`src/rtl/bus_arbiter.sv`:
```
// rtl/bus_arbiter.sv - round-robin arbiter sharing one slave among N masters
// Grants one master per transaction, forwards its fields, and aborts stalls after TIMEOUT cycles.
module bus_arbiter #(
  parameter int N_MASTERS  = 2,
  parameter int DATA_WIDTH = 32,
  parameter int ADDR_WIDTH = 32,
  parameter int TIMEOUT    = 255
) (
  input  logic                                  clk,
  input  logic                                  rst_n,
  input  logic [N_MASTERS*ADDR_WIDTH-1:0]       m_address,
  input  logic [N_MASTERS-1:0]                  m_read,
  input  logic [N_MASTERS-1:0]                  m_write,
  input  logic [N_MASTERS*DATA_WIDTH-1:0]       m_data_wr,
  input  logic [N_MASTERS*(DATA_WIDTH/8)-1:0]   m_mask,
  output logic [N_MASTERS-1:0]                  m_stall,
  output logic [DATA_WIDTH-1:0]                 m_data_rd,
  output logic [DATA_WIDTH-1:0]                 m_data_rd_2,
  output logic [ADDR_WIDTH-1:0]                 s_address,
  output logic                                  s_read,
  output logic                                  s_write,
  output logic [DATA_WIDTH-1:0]                 s_data_wr,
  output logic [DATA_WIDTH/8-1:0]               s_mask,
  input  logic                                  s_stall,
  input  logic [DATA_WIDTH-1:0]                 s_data_rd,
  input  logic [DATA_WIDTH-1:0]                 s_data_rd_2,
  output logic [N_MASTERS-1:0]                  grant,
  output logic                                  err
);

  localparam int IW = $clog2(N_MASTERS);
  localparam int MW = DATA_WIDTH / 8;
  localparam int CW = 16;

  typedef enum logic {IDLE, BUSY} state_t;

  state_t                state;
  logic [IW-1:0]         gidx;
  logic [IW-1:0]         ptr;
  logic [IW-1:0]         winner;
  logic [IW-1:0]         next_ptr;
  logic [CW-1:0]         cnt;
  logic [N_MASTERS-1:0]  req;
  logic                  any_req;
  logic                  busy;
  logic                  g_req;
  logic                  timeout;

  assign req      = m_read | m_write;
  assign busy     = (state == BUSY);
  assign g_req    = req[gidx];
  assign timeout  = busy && g_req && s_stall && (cnt == CW'(TIMEOUT - 1));
  assign next_ptr = (gidx == IW'(N_MASTERS - 1)) ? '0 : gidx + 1'b1;

  // Scan downward so the requester closest above ptr is the last (winning) assignment.
  always_comb begin
    winner  = '0;
    any_req = 1'b0;
    for (int k = N_MASTERS - 1; k >= 0; k--) begin
      if (req[(int'(ptr) + k) % N_MASTERS]) begin
        winner  = IW'((int'(ptr) + k) % N_MASTERS);
        any_req = 1'b1;
      end
    end
  end

  assign s_address = m_address[int'(gidx)*ADDR_WIDTH +: ADDR_WIDTH];
  assign s_data_wr = m_data_wr[int'(gidx)*DATA_WIDTH +: DATA_WIDTH];
  assign s_mask    = m_mask[int'(gidx)*MW +: MW];
  assign s_read    = busy & m_read[gidx];
  assign s_write   = busy & m_write[gidx];

  always_comb begin
    m_stall = req;
    if (busy) begin
      m_stall[gidx] = s_stall & ~timeout;
    end
  end

  assign m_data_rd   = timeout ? '1 : s_data_rd;
  assign m_data_rd_2 = timeout ? '1 : s_data_rd_2;

  always_ff @(posedge clk or negedge rst_n) begin
    if (!rst_n) begin
      state <= IDLE;
      grant <= '0;
      gidx  <= '0;
      ptr   <= '0;
      cnt   <= '0;
      err   <= 1'b0;
    end else begin
      err <= timeout;
      case (state)
        IDLE: begin
          if (any_req) begin
            state <= BUSY;
            gidx  <= winner;
            grant <= N_MASTERS'(1) << winner;
            cnt   <= '0;
          end
        end
        BUSY: begin
          if (!g_req) begin
            state <= IDLE;
            grant <= '0;
          end else if (!s_stall || timeout) begin
            state <= IDLE;
            grant <= '0;
            ptr   <= next_ptr;
          end else begin
            cnt <= cnt + 1'b1;
          end
        end
        default: state <= IDLE;
      endcase
    end
  end

endmodule

```
`config.mk`:
```
export PLATFORM = sky130hd
export DESIGN_NAME = bus_arbiter
export DESIGN_NICKNAME = d
export VERILOG_FILES = /design/src/rtl/bus_arbiter.sv
export SDC_FILE = /design/constraint.sdc
export NUM_CORES = 1
export LEC_CHECK = 0
export ABC_AREA = 1
export BUFFER_PORTS_ARGS = -buffer_cell sky130_fd_sc_hd__buf_4
export CAP_MARGIN = 0
export CORE_AREA = 2 2 134 136
export CTS_CLUSTER_DIAMETER = 50
export DETAILED_ROUTE_END_ITERATION = 6
export DIE_AREA = 0 0 136 138
export PLACE_DENSITY = 0.55
export REMOVE_ABC_BUFFERS = 1
export SKIP_CTS_REPAIR_TIMING = 1
export SYNTH_ARGS = -nofsm -noshare
export SYNTH_HDL_FRONTEND = slang
export SYNTH_SLANG_ARGS = --single-unit
```
`constraint.sdc`:
```
create_clock -name clk -period 1.7 [get_ports clk]
set_clock_uncertainty 0.05 [all_clocks]
set_input_delay 0.17 -clock clk [delete_from_list [all_inputs] [get_ports clk]]
set_output_delay 0.17 -clock clk [all_outputs]
set_load 0.1 [all_outputs]
```
==> impl_metrics.yaml, run 1 <==
status:
  status: "finished, violations left"
  violations: "negative setup slack"
placed_design:
  port_buffers: 345
  hpwl_mm: 15.5
  placed_area_um2: 6080
  gp_congestion: 0.836
  placed_cells: 1103
critical_path:
  worst-path-buf-inv: 3
  worstReg2RegStart: "gidx"
  cp_max_fo: 9
  cp-end-kind: "output pin"
  crit_path_top_delay_cell: "dfrtp_1"
  path_class: "register to output pin"
  crit_required_ns: 1.48
  regToRegEndpoint: "cnt[7]"
  arrival_ns: 1.86
  worstPathCellList: "ha_4 > nand2_2 > nand3b_4 > nor2_4 > nand2_4 > clkinv_8 > clkbuf_16 > or2_4 > buf_12"
  reg2reg_depth: 8
  cp_top_family: "simple AND/OR/NAND/NOR gates"
  cp-start-kind: "register"
  rrSetupSlack_ns: 0.07
  cpPeakStageDelay_ns: 0.41
synth:
  syn_area_um2: 2820
  syn_inst: 513
  yosys_warnings: 0
  avgSynthCellArea_um2: 5.50
  synth-seq-cells: 22
  synth.distinct_cells: 37
  ys_seq_area_frac: 0.195
final_layout:
  antenna_cells: 0
  layout.nets: 1119
  design_area_um2: 8840
  area_growth_pct: 213
  drive_gt1_frac: 0.669
  layoutNonFillerInstCount: 1138
  fill_cells: 1541
sta:
  tightest_slew_ns: 0.318
  rsz0062_at_grt: "true"
  maxSlewHeadroom: 0.788
  timing.final.ws_setup_ns: -0.383
  setup-tns-final_ns: -24.38
  period_share: 1.23
  finalSetupViolCount: 90
  period_needed_ns: 2.08
  report.final.slew_viol_count: 0
  fmax_mhz: 480
  finalHoldViolations: 0
  holdWs_ns: 0.186
cts:
  clkTransAtPathRegs_ns: 0.06
  root_buffer: "clkbuf_16"
  cts_tree: "built"
  clock_path_buffers: 2
  clock_latency_ns: 0.26
  htree_levels: 1
  cts.sinks: 22
  numCtsBuffers: 3
grt:
  grt_use_total: 0.179
  grt_max_degree: 65
  grt_pass1_vias: 4261
  grtUsageMet3: 0.103
  antenna_found_initial: 0
  busiest_layer: "met2"
  met1_usage: 0.226
  use_met2: 0.273
  grt_first_pass_wirelength_mm: 25.4
  grt_overflow: 0
die:
  die_area_um2: 18800
  die_x_um: 136
  rows: 49
  core_area_um2: 17500
  start_util: 0.161
  ioPinCount: 346
  die_y_um: 138
min_path:
  hold_path_class: "primary input to register"
  hold_depth: 4
  worstHoldStart: "m_read[1]"
  whs_endpoint: "grant[0]"
route:
  finalWirelength_mm: 22.5
  first_iter_violations: 206
  drt-vias-per-instance: 4.34
  drtAntennaViolNets: 0
  vias: 4944
  dr.pass1.iters: 4
  wl_per_cell_um: 19.7
  drc: 0
power:
  ir_drop_mv: 1.10
  power_density_nw_per_um2: 1770
  p_leak_nw: 4.52
job:
  max-cap-violations: 0
## per-layer routing
layer,vias to the layer above,share of wire
met5,-,0
met4,0,0.021
met3,30,0.14
met2,229,0.47
met1,2327,0.37
li1,2358,-
## cells in the final DEF, fill, tap and decap left out, types with 2 or more instances in the layout
cell,n
nand2_1,184
buf_4,247
buf_6,15
or2_4,64
buf_8,6
nor2_4,2
buf_16,2
nor2_2,5
nor2_1,32
dfrtp_1,21
nand2_2,68
inv_2,2
nand3_1,24
inv_1,16
nand2_4,33
xor2_1,3
nand3_2,2
nand4_1,3
o21ai_2,2
buf_12,134
clkbuf_16,16
o21bai_1,4
o21ai_0,4
## cells by family (layout without fill, tap and decap cells)
logic type | Yosys count | count (layout) | share of synthesized area
AO/OA/AOI/OAI | 16 | 16 | 0.0385
XOR/XNOR | 4 | 4 | 0.0124
adder cells (fa/ha/maj) | 2 | 2 | 0.00886
buffers and inverters | 47 | 443 | 0.0944
flip-flops | 22 | 22 | 0.195
AND/OR/NAND/NOR | 422 | 422 | 0.651
## worst reg2reg max path, cell delays in order, from the launching register on
cell	delay, ns
dfrtp_2	0.43
inv_4	0.09
nand2_1	0.09
o22ai_2	0.23
buf_4	0.18
nand3_4	0.11
buf_4	0.20
nand3_1	0.09
nand2_1	0.06
## Yosys cell counts
master / count / area [um2]
a21boi_0: 1 / 7.51
a21oi_1: 1 / 5.00
a22o_1: 2 / 17.5
buf_1: 2 / 7.51
buf_12: 1 / 20.0
buf_2: 2 / 10.0
buf_4: 1 / 7.51
buf_6: 1 / 11.3
buf_8: 5 / 75.1
clkbuf_1: 13 / 48.8
clkbuf_2: 1 / 5.00
clkinv_1: 1 / 3.75
dfrtp_1: 22 / 551
ha_1: 2 / 25.0
inv_1: 18 / 67.6
inv_2: 1 / 3.75
inv_4: 1 / 6.26
nand2_1: 281 / 1050
nand2_2: 3 / 18.8
nand2_4: 1 / 11.3
nand3_1: 26 / 130
nand3_4: 1 / 17.5
nand3b_2: 1 / 11.3
nand4_1: 3 / 18.8
nor2_1: 37 / 139
nor2_2: 1 / 6.26
nor2_4: 1 / 11.3
nor3_1: 1 / 5.00
nor3b_1: 1 / 7.51
o21ai_0: 6 / 30.0
o21bai_1: 4 / 30.0
o22ai_1: 1 / 6.26
o22ai_2: 1 / 12.5
or2_1: 50 / 313
or2_2: 15 / 93.8
xnor2_1: 1 / 8.76
xor2_1: 3 / 26.3
## registers in the layout (all words and copies together), names as in the netlist
signal and cells:
cnt 16, ptr 1, busy 1, grant 2
err 1, gidx 1
## worst max-delay path by stage
stage / start / to / slack [ns] / cells past startpoint
final: cnt[1] / m_data_rd[16] / -0.38 / 9
after global routing: cnt[1] / m_data_rd[16] / -0.46 / 9
after CTS: cnt[0] / m_data_rd[16] / -0.59 / 10
after detailed placement: cnt[0] / m_data_rd[16] / -0.28 / 10
after global placement: cnt[0] / m_data_rd_2[23] / -0.22 / 10
after floorplan: gidx / m_stall[0] / -2.77 / 4
## where the power goes
| part | switching, mW | internal (mW) |
|---|---|---|
| combinational | 9.35 | 5.02 |
| sequential | 0.0684 | 0.611 |
| clock | 0.208 | 0.360 |
## per-stage QoR
| stage | worst slack, ns | total power, mW | utilization |
|---|---|---|---|
| CTS | -0.589 | 11.8 | 0.352 |
| detailed placement | -0.278 | 11.2 | 0.347 |
| floorplan | -2.77 | 7.92 | - |
| global route | -0.457 | 16.0 | 0.504 |
| global placement | -0.221 | 11.3 | 0.347 |
| finish | -0.383 | 15.6 | 0.504 |
## area by class of cell
class	count	area (um2)	share of cell area
clock buffers	4	88.8	0.0100
inverters	21	93.8	0.0106
multi-input cells	444	2640	0.298
flip-flops and latches	22	552	0.0624
well taps	229	287	0.0324
repair buffers	418	5190	0.587
No activity file was read; power rests on OpenSTA's default activity.
==> run 2: changes to the inputs <==
==> constraint.sdc (replaced) <==
create_clock -name clk -period 1.7 [get_ports clk]
set_clock_uncertainty 0.05 [all_clocks]
set_input_delay 0.255 -clock clk [delete_from_list [all_inputs] [get_ports clk]]
set_output_delay 0.255 -clock clk [all_outputs]
set_load 0.1 [all_outputs]
==> run 2 against run 1 <==
- the flow still finishes with violations (negative setup slack)
- first-iteration DRC count is 20% lower
- setup slack worse by 0.11 ns
- core utilization is 4.3 points lower
- via count is 3.5% lower
- final cell count is 0.97% lower
- die area stayed put
- global-route usage is 0.079 points higher
- combinational power is 14% lower
- maximum frequency is 5.2% lower
- register-to-register slack hardly changed
- critical path type unchanged
- largest power group unchanged
==> impl_metrics.yaml, run 2 (synthesis results as in run 1) <==
grt:
  grt_max_degree: 51
  grt_overflow: 0
  grt_pass1_vias: 4285
  antenna_found_initial: 1
  grt_use_total: 0.180
  grt_first_pass_wirelength_mm: 25.4
power:
  switching_share: 0.648
  p_seq_frac: 0.050
  power_frac_clock: 0.049
  power_density_nw_per_um2: 1710
  p_sw_mw: 8.95
  p_leak_nw: 4.21
  ir_drop_mv: 1.37
  p_comb_frac: 0.901
  p_int_mw: 4.87
cts:
  clkTransAtPathRegs_ns: 0.07
  cts_tree: "built"
  cts.sinks: 22
  clock_latency_ns: 0.26
  htree_levels: 1
  numCtsBuffers: 3
  clock_path_buffers: 2
  root_buffer: "clkbuf_16"
critical_path:
  cp_max_fo: 7
  cpPeakStageDelay_ns: 0.41
  arrival_ns: 1.89
  cp-start-kind: "register"
  crit_required_ns: 1.39
  worstPathCellList: "ha_4 > nand2_1 > nand3b_4 > nor2_4 > nand2_4 > clkinv_8 > clkbuf_16 > or2_4 > buf_12"
  cp-end-kind: "output pin"
  cp_top_family: "simple AND/OR/NAND/NOR gates"
  worst-path-buf-inv: 3
  path_class: "register to output pin"
  crit_path_top_delay_cell: "dfrtp_1"
sta:
  rsz0062_at_grt: "true"
  tightest_slew_ns: 0.354
  finalSetupViolCount: 132
  maxSlewHeadroom: 0.763
  fmax_mhz: 455
  report.final.slew_viol_count: 0
  finalHoldViolations: 0
  timing.final.ws_setup_ns: -0.498
  holdWs_ns: 0.362
  period_needed_ns: 2.20
  period_share: 1.29
final_layout:
  antenna_cells: 0
  final_cell_mix: "nand2_1 (256), buf_4 (251), buf_12 (104)"
  reg.largest.list: "cnt: 16 flops, grant: 2 flops"
  fill_cells: 1664
  register_area_um2: 552
  largest_reg_flops: 16
  layout.nets: 1108
  drive_gt1_frac: 0.584
  regMostFlops: "cnt"
  mostFrequentLayoutCell: "nand2_1"
  area_growth_pct: 186
  multiInputGateArea_um2: 2320
route:
  vias: 4771
  drc: 0
  first_iter_violations: 164
  dr.pass1.iters: 6
  finalWirelength_mm: 20.9
  wl_per_cell_um: 18.6
  drt-vias-per-instance: 4.23
  drtAntennaViolNets: 0
die:
  die_area_um2: 18800
  die_x_um: 136
  ioPinCount: 346
  die_y_um: 138
  rows: 49
  core_area_um2: 17500
  start_util: 0.161
placed_design:
  port_buffers: 345
  gp_congestion: 0.852
  hpwl_mm: 15.5
  place_ws_ns: -0.353
status:
  status: "finished, violations left"
  violations: "negative setup slack"
job:
  max-cap-violations: 0
min_path:
  hold_path_class: "primary input to register"
[run 2: cell count changes in the layout (fill, tap and decap cells not counted), moves of 7 or more]
cell	previous run	this run
buf_8	6	28
nand2_4	33	2
clkbuf_16	16	9
buf_12	134	104
nand2_2	68	27
nand2_1	184	256
[run 2: through the flow]
stage	total power, mW	instance area [um2]	cells	setup TNS [ns]	utilization
floorplan	7.92	2640	487	-219.70	-
global placement	11.2	6110	1109	-22.90	0.349
CTS	11.9	6220	1113	-62.85	0.355
global route	14.2	8090	1127	-44.23	0.461
finish	13.8	8090	1127	-36.79	0.461
detailed placement	11.2	6110	1109	-24.52	0.349
[run 2: cell type report]
| type | instances | area share |
|---|---|---|
| Tap cell | 229 | 0.0354 |
| Timing Repair Buffer | 406 | 0.584 |
| Multi-Input combinational cell | 444 | 0.286 |
| Clock buffer | 3 | 0.00928 |
| Inverter | 21 | 0.0116 |
| Clock inverter | 1 | 0.00371 |
| Sequential cell | 22 | 0.0682 |
| Timing Repair inverter | 1 | 0.00108 |
[run 2: per-layer routing]
| metal | share of wire | vias up | track usage |
|---|---|---|---|
| met2 | 0.46 | 225 | 0.263 |
| met1 | 0.39 | 2186 | 0.232 |
| met4 | 0.010 | 2 | 0.0263 |
| li1 | - | 2334 | - |
| met5 | 0.00067 | - | 0 |
| met3 | 0.14 | 24 | 0.106 |
[run 2: worst paths after layout]
check | from | to | slack [ns] | cells past startpoint
worst max-delay path | cnt[1] | m_data_rd[11] | -0.50 | 9
worst min-delay path | m_read[1] | grant[0] | 0.36 | 5
worst max register to register | cnt[14] | cnt[15] | 0.08 | 9
worst min register to register | ptr | ptr | 0.44 | 2
max in group asynchronous | rst_n | gidx | 0.96 | 2
min in group asynchronous | rst_n | cnt[5] | 0.37 | 2
[run 2: power by group through the flow]
| stage | Combinational [mW] | Clock (mW) | Sequential (mW) |
|---|---|---|---|
| after floorplan | 6.94 | 0 | 0.979 |
| after global placement | 10.6 | 0 | 0.679 |
| after detailed placement | 10.5 | 0 | 0.683 |
| after CTS | 10.6 | 0.698 | 0.673 |
| after global routing | 12.8 | 0.728 | 0.691 |
| final | 12.4 | 0.684 | 0.686 |
[run 2: worst register-to-register path: cells and delay by family (launching register included)]
family                 cells  cell delay, ns
DFF                        1            0.39
and+or+nand+nor            8            0.95
buffers and inverters      1            0.13
